## src/rtl/arbiter2_rr.sv

```systemverilog
`default_nettype none
// ============================================================================
//  Module   : arbiter2_rr
//  Purpose  : Two-channel round-robin arbiter with bounded grant tenure.
//             A grant is issued one cycle after a request is sampled in IDLE.
//             It is held until the holder raises done, or until it has lasted
//             HOLD_MAX cycles. A forced release produces a one-cycle timeout
//             pulse. Every release is followed by a single idle bubble.
//  Ports    : clk         - sole clock, rising edge
//             rst         - synchronous active-high reset
//             req0/req1   - level-sensitive channel requests
//             done        - holder releases the grant (only looked at in GRANT)
//             grant_valid - a grant is active this cycle
//             grant_sel   - granted channel index (decoder select, held in IDLE)
//             timeout     - one-cycle pulse after a forced release
//  Revision : 1.0 - initial release
// ============================================================================
module arbiter2_rr #(
   parameter int HOLD_MAX = 8,
   parameter int CNT_W    = 4
) (
   input  logic clk,
   input  logic rst,
   input  logic req0,
   input  logic req1,
   input  logic done,
   output logic grant_valid,
   output logic grant_sel,
   output logic timeout
);

   typedef enum logic [0:0] {
      ST_IDLE  = 1'b0,
      ST_GRANT = 1'b1
   } state_t;

   localparam logic [CNT_W-1:0] C_CNT_LAST = CNT_W'(HOLD_MAX - 1);

   state_t           state_q,    state_d;
   logic             grant_sel_q, grant_sel_d;
   logic             timeout_q,  timeout_d;
   logic             last_sel_q, last_sel_d;
   logic [CNT_W-1:0] cnt_q,      cnt_d;
   logic             pick_sel;

   // On contention the channel that did not win last time is chosen; with a
   // single request that channel wins regardless of history.
   assign pick_sel = (req0 & req1) ? ~last_sel_q : req1;

   always_comb begin
      state_d     = state_q;
      grant_sel_d = grant_sel_q;
      timeout_d   = 1'b0;
      last_sel_d  = last_sel_q;
      cnt_d       = cnt_q;
      case (state_q)
         ST_IDLE: begin
            if (req0 | req1) begin
               state_d     = ST_GRANT;
               grant_sel_d = pick_sel;
               last_sel_d  = pick_sel;
               cnt_d       = '0;
            end
         end
         ST_GRANT: begin
            // done wins over the tenure limit, so a coincident done never
            // reports a timeout.
            if (done) begin
               state_d = ST_IDLE;
            end else if (cnt_q == C_CNT_LAST) begin
               state_d   = ST_IDLE;
               timeout_d = 1'b1;
            end else begin
               cnt_d = cnt_q + CNT_W'(1);
            end
         end
         default: begin
            state_d = ST_IDLE;
         end
      endcase
   end

   always_ff @(posedge clk) begin
      if (rst) begin
         state_q     <= ST_IDLE;
         grant_sel_q <= 1'b0;
         timeout_q   <= 1'b0;
         last_sel_q  <= 1'b1;   // first contention after reset favours channel 0
         cnt_q       <= '0;
      end else begin
         state_q     <= state_d;
         grant_sel_q <= grant_sel_d;
         timeout_q   <= timeout_d;
         last_sel_q  <= last_sel_d;
         cnt_q       <= cnt_d;
      end
   end

   // All outputs come straight from flops (a one-bit state flop for valid).
   assign grant_valid = (state_q == ST_GRANT);
   assign grant_sel   = grant_sel_q;
   assign timeout     = timeout_q;

endmodule
`default_nettype wire
```

## config.mk

```make
export PLATFORM = sky130hd
export DESIGN_NAME = arbiter2_rr
export DESIGN_NICKNAME = d
export VERILOG_FILES = /design/src/rtl/arbiter2_rr.sv
export SDC_FILE = /design/constraint.sdc
export NUM_CORES = 1
export LEC_CHECK = 0
export BUFFER_PORTS_ARGS = -buffer_cell sky130_fd_sc_hd__buf_4
export CORE_AREA = 2 2 39 41
export CTS_CLUSTER_SIZE = 12
export DETAILED_ROUTE_END_ITERATION = 6
export DIE_AREA = 0 0 41 43
export PLACE_DENSITY = 0.46
export SETUP_SLACK_MARGIN = 0.5
export SYNTH_ARGS = -nofsm -noshare
export SYNTH_HDL_FRONTEND = slang
export SYNTH_SLANG_ARGS = --single-unit
```

## constraint.sdc

```tcl
create_clock -name clk -period 2.7 [get_ports clk]
set_input_delay 0.135 -clock clk [delete_from_list [all_inputs] [get_ports clk]]
set_output_delay 0.135 -clock clk [all_outputs]
set_load 0.02 [all_outputs]
```

==> summary.md <==
| Metric | Value |
|---|---|
| Worst Skew | `0.400 ps` |
| Commonest non-fill, non-tap cell in the layout | `dfxtp_1` |
| Post_cts resized | `0` |
| Nets@finish | `60` |
| VDD IR max | `0.307 mV` |
| Critical path peak fanout | `5` |
| Crit start category | `flop` |
| RSZ-0062 raised after global routing | `false` |
| Max clock buf depth | `2` |
| Slew HR | `78.3%` |
| Post-synthesis net count | `49` |
| CTS HTree Levels | `1` |
| Final Cell Area | `479 um2` |
| DR vias | `334` |
| Postcts setup bufs | `0` |
| Critical Path RT | `2880 ps` |
| Final setup viols | `0` |
| Period utilization | `57.6%` |
| Drt initial violations | `2` |
| Core ar. | `0.00138 mm2` |
| CTS root buffer | `clkbuf_4` |
| Total GRT Usage | `11.2%` |
| Outcome | `finished clean` |
| Worst-path clk slew | `50 ps` |
| CTS Hold Bufs | `0` |
| Post-synth top area cell | `dfxtp_1` |
| PortBufs | `7` |
| R2R Setup Slk | `1140 ps` |
| Ports | `8` |
| Leak Pwr | `0.182 nW` |
| Hpwl dp | `569 um` |
| Clock Sinks | `8` |
| Row count | `14` |
| Power Total | `0.000248 W` |
| Most frequent cells in the layout | `8 x dfxtp_1, 7 x buf_4, 4 x a21oi_1, 4 x nand3_1` |
| Hold crit path type | `input pin to flop` |
| Final std cells w/o fill | `68` |
| Post-synthesis instance area | `388 um2` |
| # diodes | `0` |
| Routability cong. | `0.717` |
| Drt total wl | `737 um` |
| Overflow after GRT | `0` |
| Pre-CTS setup slack | `1160 ps` |
| Post-route setup TNS | `0 ps` |
| Remaining antenna violation count after routing | `0` |
| First-pass GRT wire length | `1270 um` |
| Post-synth top area share | `41.3%` |
| TritonCTS clock tree | `built` |
| Max Clock Freq | `643 MHz` |
| Worst Setup End Kind | `flop` |
| Die X | `41 um` |
| Die area | `0.00176 mm2` |
| Slew Limit Fails | `0` |
| Crit path DAT | `1730 ps` |
| Clk_lat worst skew | `250 ps` |
| Post-Syn Instances | `43` |
| YS warnings | `0` |
| Largest net degree at the start of global routing | `11` |
| DR WL/cell | `10.8 um` |
| Endpoints failing hold | `0` |
| FF+latch count, synth | `8` |
| Minimum clock period after layout | `1560 ps` |
| Detailed Routing Iterations Pass 1 | `3` |
| Placed insts | `65` |
| Vias in the first global route | `318` |
| Measured slew at the worst slew-check pin | `325 ps` |
| Layout area overhead | `23.5%` |
| CTS buffer count | `3` |
| Worst setup margin | `1140 ps` |
| Initial antenna violation count | `0` |
| Number of max-cap violations | `0` |
| Synth area leaders | `dfxtp_1 41%, o211ai_1 5.8%, a21oi_1 5.2%, nand3_1 5.2%, nor3b_1 3.9%` |
| Power Density | `517 mW/mm2` |
| WS Path Type | `flop to flop` |
| Die Y-Extent | `43 um` |
| DRC Markers | `0` |
| Effective utilization at floorplan | `28.0%` |
| Vias per cell | `4.91` |
| Sequential-to-total area share from yosys stat | `41.3%` |
| Unique masters post-synth | `23` |
| Layout cells sized above 1 | `23.1%` |
| Placed inst area | `457 um2` |
| Synth Area per Inst | `9.02 um2` |
-- synth_stat cells --
cell       n
nor3b_1    2
nand3_1    4
nand2b_1   2
a32oi_1    1
dfxtp_1    8
inv_1      1
nand2b_2   1
o211ai_1   3
o21bai_2   1
clkbuf_1   1
nand3b_1   1
nand2_1    2
ha_1       1
nand4bb_1  1
and3b_1    1
a211o_1    1
or4_1      1
o21ai_0    1
a21oi_1    4
or3_1      1
a31oi_1    1
nor2b_1    2
nor2_1     2
-- cells by family (layout without fill, tap and decap cells) --
kind of cell               Yosys count  count (layout)  share of synthesized area [%]
AOI/OAI and AO/OA                   12              12                           21.3
DFF                                  8               8                           41.3
buffers and inverters                2              11                           1.93
and+or+nand+nor                     20              20                           32.3
adders and majority gates            1               1                           3.23
-- per-stage QoR --
stage	hold WS [ps]	util, %
2_1_floorplan	308	-
3_3_place_gp	375	33.0
3_5_place_dp	371	33.0
4_1_cts	98.5	34.6
5_1_grt	102	34.6
6_report	108	34.6
-- worst max-delay path, stage by stage (launching register included) --
cell	delay, ps
dfxtp_1	330
ha_1	250
and3b_1	240
or4_1	500
a31oi_1	160
-- flip-flops by register name (all words and copies together), names as in the netlist --
name / flops
cnt_q: 4
timeout: 1
last_sel_q: 1
grant_valid: 1
grant_sel: 1
-- final timing paths --
| check | from | to | depth (start not counted) |
|---|---|---|---|
| min reg2reg | grant_sel$_SDFFE_PP0P_ | grant_sel$_SDFFE_PP0P_ | 2 |
| min | rst | grant_valid$_SDFF_PP0_ | 2 |
| max reg2reg | cnt_q[0]$_SDFFE_PP0P_ | cnt_q[3]$_SDFFE_PP0P_ | 4 |
| max | cnt_q[0]$_SDFFE_PP0P_ | cnt_q[3]$_SDFFE_PP0P_ | 4 |
-- area by class of cell --
| cell class | instances | area (um2) |
|---|---|---|
| timing repair buffer | 7 | 52.6 |
| sequential | 8 | 160 |
| tap | 16 | 20.0 |
| multi-input combinational | 33 | 220 |
| fill | 142 | 905 |
| inverter | 1 | 3.75 |
| clock buffer | 3 | 22.5 |
-- report_power, final --
group          internal [W]  switching [W]
clock             0.0000506      0.0000366
sequential         0.000123     0.00000592
combinational     0.0000155      0.0000158
-- layer usage --
layer	vias to the layer above	wire, um	track usage [%]
li1	182	-	-
met1	146	353	11.8
met2	6	343	16.9
met3	0	39	9.42
met4	0	0	2.00
met5	-	0	0
No activity file was read; power rests on OpenSTA's default activity.
